--- src/rtl/div_iterative_unit.sv ---
// ============================================================================
// div_iterative_unit
//
// Multi-cycle radix-2 restoring divider for RV32M DIV/DIVU/REM/REMU.
// One quotient bit is produced per CALC cycle by shifting the
// remainder:quotient pair left and trial-subtracting the divisor magnitude.
// A FIXUP cycle applies operand signs and the RISC-V special-case values.
// The result is then held in DONE until the consumer takes it.
//
// Optional build macro: DIV_EARLY_OUT_EN
//   defined   - divide-by-zero and signed overflow are resolved at the accept
//               edge, which goes straight to DONE with the special result.
//   undefined - special cases run through CALC and FIXUP like any other
//               operation, and the special value is forced at FIXUP.
//
// Ports
//   clk        in   rising-edge clock
//   rst_n      in   synchronous active-low reset
//   flush      in   drop any in-flight or held operation
//   in_valid   in   operation request
//   in_ready   out  high only in IDLE
//   op         in   00 DIV, 01 DIVU, 10 REM, 11 REMU
//   dividend   in   rs1 value
//   divisor    in   rs2 value
//   out_valid  out  high only in DONE
//   out_ready  in   consumer takes result
//   result     out  quotient (DIV/DIVU) or remainder (REM/REMU)
//
// state | meaning
// ------+-------------------------------------------------------------
// IDLE  | waiting for a request; in_ready high
// CALC  | one restoring-division iteration per cycle, XLEN cycles
// FIXUP | apply signs / special cases, register the result
// DONE  | result held, out_valid high until out_ready
// ============================================================================
module div_iterative_unit #(
    parameter int XLEN = 32
) (
    input  logic            clk,
    input  logic            rst_n,
    input  logic            flush,
    input  logic            in_valid,
    output logic            in_ready,
    input  logic [1:0]      op,
    input  logic [XLEN-1:0] dividend,
    input  logic [XLEN-1:0] divisor,
    output logic            out_valid,
    input  logic            out_ready,
    output logic [XLEN-1:0] result
);

    localparam int CW = $clog2(XLEN);
    localparam logic [CW-1:0]   CNT_LAST = CW'(XLEN - 1);
    localparam logic [XLEN-1:0] INT_MIN  = {1'b1, {(XLEN-1){1'b0}}};

    typedef enum logic [1:0] {
        S_IDLE  = 2'd0,
        S_CALC  = 2'd1,
        S_FIXUP = 2'd2,
        S_DONE  = 2'd3
    } state_t;

    state_t          state_q, state_d;
    logic [1:0]      op_q, op_d;
    logic            dvd_neg_q, dvd_neg_d;
    logic            dvs_neg_q, dvs_neg_d;
    logic            div0_q, div0_d;
    logic            ovf_q, ovf_d;
    logic [XLEN-1:0] quo_q, quo_d;
    logic [XLEN-1:0] rem_q, rem_d;
    logic [XLEN-1:0] dvs_q, dvs_d;
    logic [CW-1:0]   cnt_q, cnt_d;
    logic [XLEN-1:0] result_q, result_d;

    // Decode of the request as presented on the inputs (used at accept only).
    logic            in_signed;
    logic            in_dvd_neg;
    logic            in_dvs_neg;
    logic            in_div0;
    logic            in_ovf;

    assign in_signed  = ~op[0];
    assign in_dvd_neg = in_signed & dividend[XLEN-1];
    assign in_dvs_neg = in_signed & divisor[XLEN-1];
    assign in_div0    = (divisor == '0);
    assign in_ovf     = in_signed && (dividend == INT_MIN) && (divisor == '1);

    // Shift remainder:quotient left by one and trial-subtract at XLEN+1 bits.
    // The remainder is always smaller than the divisor, so the shifted value
    // fits in XLEN+1 bits and the top bit of the difference is its sign.
    logic [XLEN:0]   trial;
    logic [XLEN-1:0] rem_shift;

    assign rem_shift = {rem_q[XLEN-2:0], quo_q[XLEN-1]};
    assign trial     = {rem_q, quo_q[XLEN-1]} - {1'b0, dvs_q};

    // Sign-corrected results from the magnitudes.
    logic [XLEN-1:0] fix_quo;
    logic [XLEN-1:0] fix_rem;
    logic [XLEN-1:0] fix_res;

    assign fix_quo = (dvd_neg_q ^ dvs_neg_q) ? -quo_q : quo_q;
    assign fix_rem = dvd_neg_q ? -rem_q : rem_q;

    always_comb begin
        fix_res = op_q[1] ? fix_rem : fix_quo;
        // Divide-by-zero leaves the magnitude of the dividend in the
        // remainder, so only the quotient needs forcing to all ones.
        if (div0_q) begin
            fix_res = op_q[1] ? fix_rem : '1;
        end else if (ovf_q) begin
            fix_res = op_q[1] ? '0 : INT_MIN;
        end
    end

    always_comb begin
        state_d   = state_q;
        op_d      = op_q;
        dvd_neg_d = dvd_neg_q;
        dvs_neg_d = dvs_neg_q;
        div0_d    = div0_q;
        ovf_d     = ovf_q;
        quo_d     = quo_q;
        rem_d     = rem_q;
        dvs_d     = dvs_q;
        cnt_d     = cnt_q;
        result_d  = result_q;

        case (state_q)
            S_IDLE: begin
                if (in_valid && !flush) begin
                    op_d      = op;
                    dvd_neg_d = in_dvd_neg;
                    dvs_neg_d = in_dvs_neg;
                    div0_d    = in_div0;
                    ovf_d     = in_ovf;
                    quo_d     = in_dvd_neg ? -dividend : dividend;
                    dvs_d     = in_dvs_neg ? -divisor : divisor;
                    rem_d     = '0;
                    cnt_d     = '0;
                    state_d   = S_CALC;
`ifdef DIV_EARLY_OUT_EN
                    if (in_div0) begin
                        result_d = op[1] ? dividend : '1;
                        state_d  = S_DONE;
                    end else if (in_ovf) begin
                        result_d = op[1] ? '0 : INT_MIN;
                        state_d  = S_DONE;
                    end
`endif
                end
            end

            S_CALC: begin
                rem_d = trial[XLEN] ? rem_shift : trial[XLEN-1:0];
                quo_d = {quo_q[XLEN-2:0], ~trial[XLEN]};
                cnt_d = cnt_q + CW'(1);
                if (cnt_q == CNT_LAST) begin
                    state_d = S_FIXUP;
                end
            end

            S_FIXUP: begin
                result_d = fix_res;
                state_d  = S_DONE;
            end

            S_DONE: begin
                if (out_ready) begin
                    state_d = S_IDLE;
                end
            end

            default: state_d = S_IDLE;
        endcase

        if (flush) begin
            state_d  = S_IDLE;
            result_d = '0;
        end
    end

    always_ff @(posedge clk) begin
        if (!rst_n) begin
            state_q   <= S_IDLE;
            op_q      <= '0;
            dvd_neg_q <= 1'b0;
            dvs_neg_q <= 1'b0;
            div0_q    <= 1'b0;
            ovf_q     <= 1'b0;
            quo_q     <= '0;
            rem_q     <= '0;
            dvs_q     <= '0;
            cnt_q     <= '0;
            result_q  <= '0;
        end else begin
            state_q   <= state_d;
            op_q      <= op_d;
            dvd_neg_q <= dvd_neg_d;
            dvs_neg_q <= dvs_neg_d;
            div0_q    <= div0_d;
            ovf_q     <= ovf_d;
            quo_q     <= quo_d;
            rem_q     <= rem_d;
            dvs_q     <= dvs_d;
            cnt_q     <= cnt_d;
            result_q  <= result_d;
        end
    end

    assign in_ready  = (state_q == S_IDLE);
    assign out_valid = (state_q == S_DONE);
    assign result    = result_q;

endmodule

--- config.mk ---
export PLATFORM = sky130hd
export DESIGN_NAME = div_iterative_unit
export DESIGN_NICKNAME = d
export VERILOG_FILES = /design/src/rtl/div_iterative_unit.sv
export SDC_FILE = /design/constraint.sdc
export NUM_CORES = 1
export LEC_CHECK = 0
export BUFFER_PORTS_ARGS = -buffer_cell sky130_fd_sc_hd__buf_2
export CAP_MARGIN = 20
export CORE_UTILIZATION = 40
export CTS_CLUSTER_DIAMETER = 80
export DETAILED_ROUTE_END_ITERATION = 12
export PLACE_DENSITY = 0.69
export SETUP_SLACK_MARGIN = 0.02
export SKIP_CTS_REPAIR_TIMING = 1
export SLEW_MARGIN = 20
export SYNTH_ARGS = -nofsm -noshare
export SYNTH_HDL_FRONTEND = slang
export SYNTH_SLANG_ARGS = --single-unit
--- constraint.sdc ---
create_clock -name clk -period 4.8 [get_ports clk]
set_input_delay 0.48 -clock clk [delete_from_list [all_inputs] [get_ports clk]]
set_output_delay 0.48 -clock clk [all_outputs]
set_load 0.05 [all_outputs]
After elaboration in Yosys (flattened, before gate mapping)
Index checks and enable logic that the tools add are counted. Widths: inputs -> output; s select.

Reduce and logical (&&, ||, !) cells: 11. Muxes and demuxes: 20. Bitwise operators: 6. Equality and inequality tests: 9. Add/sub/neg operators: 6.

Operator list (number): $mux 32 (12); $neg 32->32 (4); $pmux 32 s2 (2); $eq 32x32->1 const B (2); $sub 33x32->33 (1); $logic_not 32->1 (1); $pmux 5 s2 (1); $pmux 2 s4 (1); $mux 2 (3); $add 5x1->5 const B (1); $eq 5x5->1 const B (1); $mux 5 (1); $eq 2x2->1 const B (2); $ne 2x1->1 const B (2); $reduce_and 2->1 (2); $logic_and 1x1->1 (3); $not 1->1 (3); $reduce_and 3->1 (1); $and 1x1->1 (2); $eq 2x1->1 const B (1); $logic_not 2->1 (1); $ne 2x2->1 const B (1); $reduce_bool 2->1 (1); $reduce_or 2->1 (1); other kinds (2) (2).

Logic and storage cells: 63. Output and inout bits: 34. Input port bits: 71. Register bits: 141.

Depth between registers and ports, before layout
Depth after elaboration: 5. Gate-level depth with buffers: 13. Gate-level depth less buffers: 12.

Worst setup path before layout
OpenSTA, ideal clock, no wires.

Path type: flip-flop to flip-flop. Start: register rem_q[10]. End: register result_q[31], in the netlist result[31]. Slack: 1.757 ns. Stages on the path, launching flop included: 11. Clock period less this slack: 3.043 ns. Library setup time: 0.114 ns. Data required time: 4.686 ns. Arrival: 2.929 ns. Buffers on the path: 1. Path through: dfxtp_1 > or4_4 > or4_4 > or4_4 > or3_1 > buf_2 > or4_1 > o21ai_1 > nand2_1 > nand4_1 > nand2_1.

Longest elaborated chain between the ends: 5. Elaborated cells between the ends (all ways): 6. Classes of those cells: add/sub (1); mux (5).

Ends and longest elaborated chain: from (decl) (RTL line 70) `logic [XLEN-1:0] rem_q, rem_d;`; from (signal assigned) (RTL line 204) `rem_q <= rem_d;`; $neg 32->32 * (RTL line 103) `assign fix_rem = dvd_neg_q ? -rem_q : rem_q;`; $mux 32 * (RTL line 103); $mux 32 (RTL line 106) `fix_res = op_q[1] ? fix_rem : fix_quo;`; $mux 32 (RTL line 111) `end else if (ovf_q) begin`; $mux 32 * (RTL line 109) `if (div0_q) begin`; to (signal assigned) (RTL line 207) `result_q <= result_d;`; to (decl) (RTL line 73) `logic [XLEN-1:0] result_q, result_d;`.

Every way passes the cells marked *; elsewhere a longest branch is shown, timed or not. A chain may end at the register's enable or synchronous reset.

Worst setup path in the final report
Start: register quo_q[31]. End: register rem_q[1].

Longest elaborated chain between the ends: 3.

Ends and longest elaborated chain: from (decl) (RTL line 69) `logic [XLEN-1:0] quo_q, quo_d;`; from (signal assigned) (RTL line 203) `quo_q <= quo_d;`; $sub 33x32->33 (RTL line 95) `assign trial = {rem_q, quo_q[XLEN-1]} - {1'b0, dvs_q};`; $mux 32 (RTL line 155) `rem_d = trial[XLEN] ? rem_shift : trial[XLEN-1:0];`; $pmux 32 s2 (RTL line 129) `case (state_q)`.

Every way passes these cells.

==> key figures <==
Synthesis
  – Number of register bits inferred by synthesis: 140
  – Post-synthesis sequential area ratio: 0.270
  – Most used DFF post-synth: sky130_fd_sc_hd__dfxtp_1
  – Library cell with the largest summed area after synthesis: sky130_fd_sc_hd__dfxtp_1
  – Cell types occupying the most area after synthesis: sky130_fd_sc_hd__dfxtp_1 (27%), sky130_fd_sc_hd__nand2_1 (8.0%), sky130_fd_sc_hd__xnor2_1 (7.4%), sky130_fd_sc_hd__o21ai_0 (6.1%), sky130_fd_sc_hd__ha_1 (5.2%)
  – Netlist area before placement: 0.0104 sq mm
  – Share of flip-flops with an asynchronous set or reset: 0
  – Share of the synthesized area in the top cell type: 0.270
  – Synthesized area divided by synthesized cell count: 7.56 sq um
  – Distinct cells, synth: 64
  – Number of cells produced by synthesis: 1372
  – Post-Syn Nets: 1487
  – Number of warnings printed during yosys synthesis: 0
  – Number of enable-type register cells in the synthesized netlist: 0

Setup path
  – Cell Chain, Critical Path: inv_1 > ha_1 > fa_1 > nand2b_1 > a21oi_1 > o21a_1 > o21ai_0 > buf_4 > o21ba_2 > mux2i_1 > nand2_1 > buf_12 > mux2i_1 > a22o_1
  – Reg2Reg Depth: 14
  – Crit-path slowest cell: sky130_fd_sc_hd__nand2_1
  – Buffer and inverter count on the worst path: 3
  – CP Launch Type: flop
  – Max stage delay on crit path: 0.44 ns
  – Total stage count of the critical path: 14
  – Endpoint of the worst-slack reg-to-reg timing path: rem_q[1]
  – Worst-path maximum fanout: 23
  – Nature of the critical path endpoint: flop
  – Library cell appearing most often on the critical path: sky130_fd_sc_hd__mux2i_1
  – Worst R2R Setup Slack: 1.18 ns
  – Origin of the critical flop-to-flop path: quo_q[31]
  – Setup CP Type: reg -> reg
  – Setup crit start: quo_q[31]
  – Critical path data required time: 5.12 ns
  – Critical path destination: rem_q[1]
  – Largest delay contributor family on the critical path: compound AO/OA/AOI/OAI gates
  – Worst path arrival time: roughly 3.9 ns

Pwr
  – Pwr Density: slightly below 300 mW/mm^2
  – Static Leakage: 5.08 nW
  – Maximum resistive drop on vdd: 0.194 mV

Route
  – Met1 Routed Length: 14.4 mm
  – Vias after detailed routing: 10100
  – DRT Pass-1 Iters: 5
  – DR WL met2: around 13 mm
  – Met3 wire len: 1.53 mm
  – Drt drc: 0
  – Uppermost signal routing layer after detailed routing: met4
  – DR iter-0 viols: roughly 760
  – Detailed-route wire length per cell: about 17 microns
  – Via-per-instance ratio: 5.67
  – Number of nets with antenna violations after detailed routing: 0
  – Routed wire length: 29.8 mm

Placed design
  – Detail Placement HPWL: 22.9 mm
  – Worst setup slack before clock tree synthesis: approximately 1.2 ns
  – Placed Instance Area: about 0.011 sq mm
  – Buffers added on ports: 104
  – Global placer's final weighted congestion: ~0.94

Clock network
  – Number of sinks driven by the clock tree: 140
  – Buffer levels on the longest clock path: 2
  – CTS root buf: sky130_fd_sc_hd__clkbuf_16
  – Clock buffers created by TritonCTS: 17
  – Clock transition at the registers of the reported paths: around 0.06 ns
  – Source-to-sink clock delay at the later pin of the worst-skew pair: between 0.4 and 0.5 ns
  – Deepest level of the CTS H-tree: 4
  – CTS tree: built

Timing
  – Period utilization: 0.754
  – Final-report max-slew violation count: 0
  – Clock skew after layout: 0.0101 ns
  – Normalized max-slew margin: 0.287
  – Setup repair after global routing missed its margin: no
  – Fin. Hold Viols: 0
  – Post-layout worst setup margin: 1.18 ns
  – Max Freq: 276 MHz
  – Slew at the pin with the worst max-slew slack: around 1.1 ns
  – Final sum of negative setup slack: 0 ns
  – Final hold slack: 0.319 ns
  – Final setup vio count: 0
  – Post-layout minimum cycle time: 3.62 ns

Cells and area
  – Top library cells by usage in the layout, fill and taps aside: sky130_fd_sc_hd__nand2_1 (221), sky130_fd_sc_hd__dfxtp_1 (139), sky130_fd_sc_hd__o21ai_0 (125)
  – Synthesis-to-finish area growth: 13.9%
  – Final core occ: 0.466
  – Design area: 0.0118 sq mm
  – Ratio of cells with drive above 1 in the final layout: 0.114
  – Leading cell type in the layout, fill and taps excluded: sky130_fd_sc_hd__nand2_1
  – Antenna diode count: 0
  – Final Net Count: 1546

Global routing
  – Congestion Overflow GR: 0
  – Initial antenna violation count: 0
  – Number of global-route vias before repair: between 8000 and 9000
  – Global routing usage summed across all routing layers: 0.225
  – Wire length of the first global-routing pass: about 48 mm
  – Maximum number of pins on one net before global-route repair: between 70 and 80

Die
  – Placeable core area: 0.0253 sq mm
  – Boundary Pins: 105
  – Vertical die dimension: between 150 and 200 microns
  – Starting Density: 0.410
  – Overall die area: 0.0266 sq mm
  – Width of the die: 163 microns
  – Site Rows: just under 60

Worst hold path
  – Tightest Hold Check Type: in -> reg
  – Number of cells traversed by the worst hold path: 3

Status
  – Run status: finished clean

Run
  – Max Cap Viol: 0
power breakdown:
group          leakage, nW  internal [mW]  switching [mW]
combinational         3.60          0.260           0.401
sequential            1.14           1.21          0.0515
clock                0.341           1.03           0.528
total                 5.08           2.50           0.980
worst min path at each step:
| stage | slack, ns | to | from |
|---|---|---|---|
| 5_1_grt | 0.34 | op_q[1] | op[1] |
| 6_report | 0.32 | op_q[1] | op[1] |
| 2_1_floorplan | 0.44 | dvs_q[31] | dvs_q[31] |
| 3_3_place_gp | 0.43 | result[31] | result[31] |
| 3_5_place_dp | 0.44 | result[12] | result[12] |
| 4_1_cts | 0.31 | op_q[1] | op[1] |
final cells by class:
| type | count | area [sq um] |
|---|---|---|
| tap | 330 | 413 |
| clock inverter | 10 | 208 |
| inverter | 61 | 229 |
| multi-input combinational | 1096 | 7060 |
| sequential | 140 | 2800 |
| fill | 2545 | 13500 |
| clock buffer | 22 | 484 |
| timing repair buffer | 115 | 616 |
synth_stat cells (3+ instances only):
cell                       count
sky130_fd_sc_hd__nand2_1     221
sky130_fd_sc_hd__dfxtp_1     140
sky130_fd_sc_hd__o21ai_0     126
sky130_fd_sc_hd__xnor2_1      88
sky130_fd_sc_hd__a21oi_1      85
sky130_fd_sc_hd__nor2_1       73
sky130_fd_sc_hd__clkbuf_1     63
sky130_fd_sc_hd__inv_1        60
sky130_fd_sc_hd__xor2_1       55
sky130_fd_sc_hd__ha_1         43
sky130_fd_sc_hd__mux2i_1      34
sky130_fd_sc_hd__a21o_1       30
sky130_fd_sc_hd__a21boi_0     29
sky130_fd_sc_hd__nor3_1       27
sky130_fd_sc_hd__o211a_1      25
sky130_fd_sc_hd__o31ai_1      22
sky130_fd_sc_hd__nand4_1      16
sky130_fd_sc_hd__o211ai_1     15
sky130_fd_sc_hd__nor2b_1      14
sky130_fd_sc_hd__nor4_1       14
sky130_fd_sc_hd__or3_1        14
sky130_fd_sc_hd__a221oi_1     12
sky130_fd_sc_hd__a31oi_1      12
sky130_fd_sc_hd__and2_1       12
sky130_fd_sc_hd__o21a_1       11
sky130_fd_sc_hd__or4_1        11
sky130_fd_sc_hd__a32o_1       10
sky130_fd_sc_hd__and3_1       10
sky130_fd_sc_hd__nand2b_1     10
sky130_fd_sc_hd__nand3_1      10
sky130_fd_sc_hd__buf_1         6
sky130_fd_sc_hd__o41ai_1       6
sky130_fd_sc_hd__a211oi_1      5
sky130_fd_sc_hd__a22oi_1       5
sky130_fd_sc_hd__buf_2         4
sky130_fd_sc_hd__o311a_1       4
sky130_fd_sc_hd__or2_2         4
sky130_fd_sc_hd__a41oi_1       3
sky130_fd_sc_hd__and4_1        3
sky130_fd_sc_hd__nand3b_1      3
sky130_fd_sc_hd__nor3b_1       3
sky130_fd_sc_hd__o221ai_1      3
sky130_fd_sc_hd__o311ai_0      3
sky130_fd_sc_hd__or4_4         3
layer usage:
layer	vias up	GRT usage
li1	5002	-
met1	4710	0.316
met2	302	0.346
met3	49	0.0358
met4	0	0.0794
met5	-	0
worst register-to-register path, delay by kind of cell, from the launching register on:
kind                       cells  cell delay (ns)
AOI/OAI and AO/OA              5             0.99
and+or+nand+nor                2             0.63
adders and majority gates      2             0.62
buffers and inverters          3             0.60
muxes                          2             0.34
DFF                            1             0.33
sequential cells by signal (all words and copies together), names as in the netlist, 2 cells and up:
| signal | flops |
|---|---|
| cnt_q | 5 |
| state_q | 2 |
| dvs_q | 32 |
| result | 32 |
| quo_q | 32 |
| rem_q | 32 |
stage by stage:
stage / total power, mW / cells
5_1_grt: 3.62 / 1774
2_1_floorplan: 1.74 / 1372
3_3_place_gp: 1.92 / 1742
4_1_cts: 3.48 / 1774
6_report: 3.48 / 1774
3_5_place_dp: 1.93 / 1742
kinds of logic after synthesis:
logic type               Yosys count  synth area share
XOR/XNOR                         143             0.121
flip-flops                       140             0.270
adder cells (fa/ha/maj)           44            0.0538
AND/OR/NAND/NOR                  453             0.203
AO/OA/AOI/OAI                    422             0.269
multiplexers                      34            0.0328
buffers and inverters            136            0.0502
No activity file was read; power rests on OpenSTA's default activity.
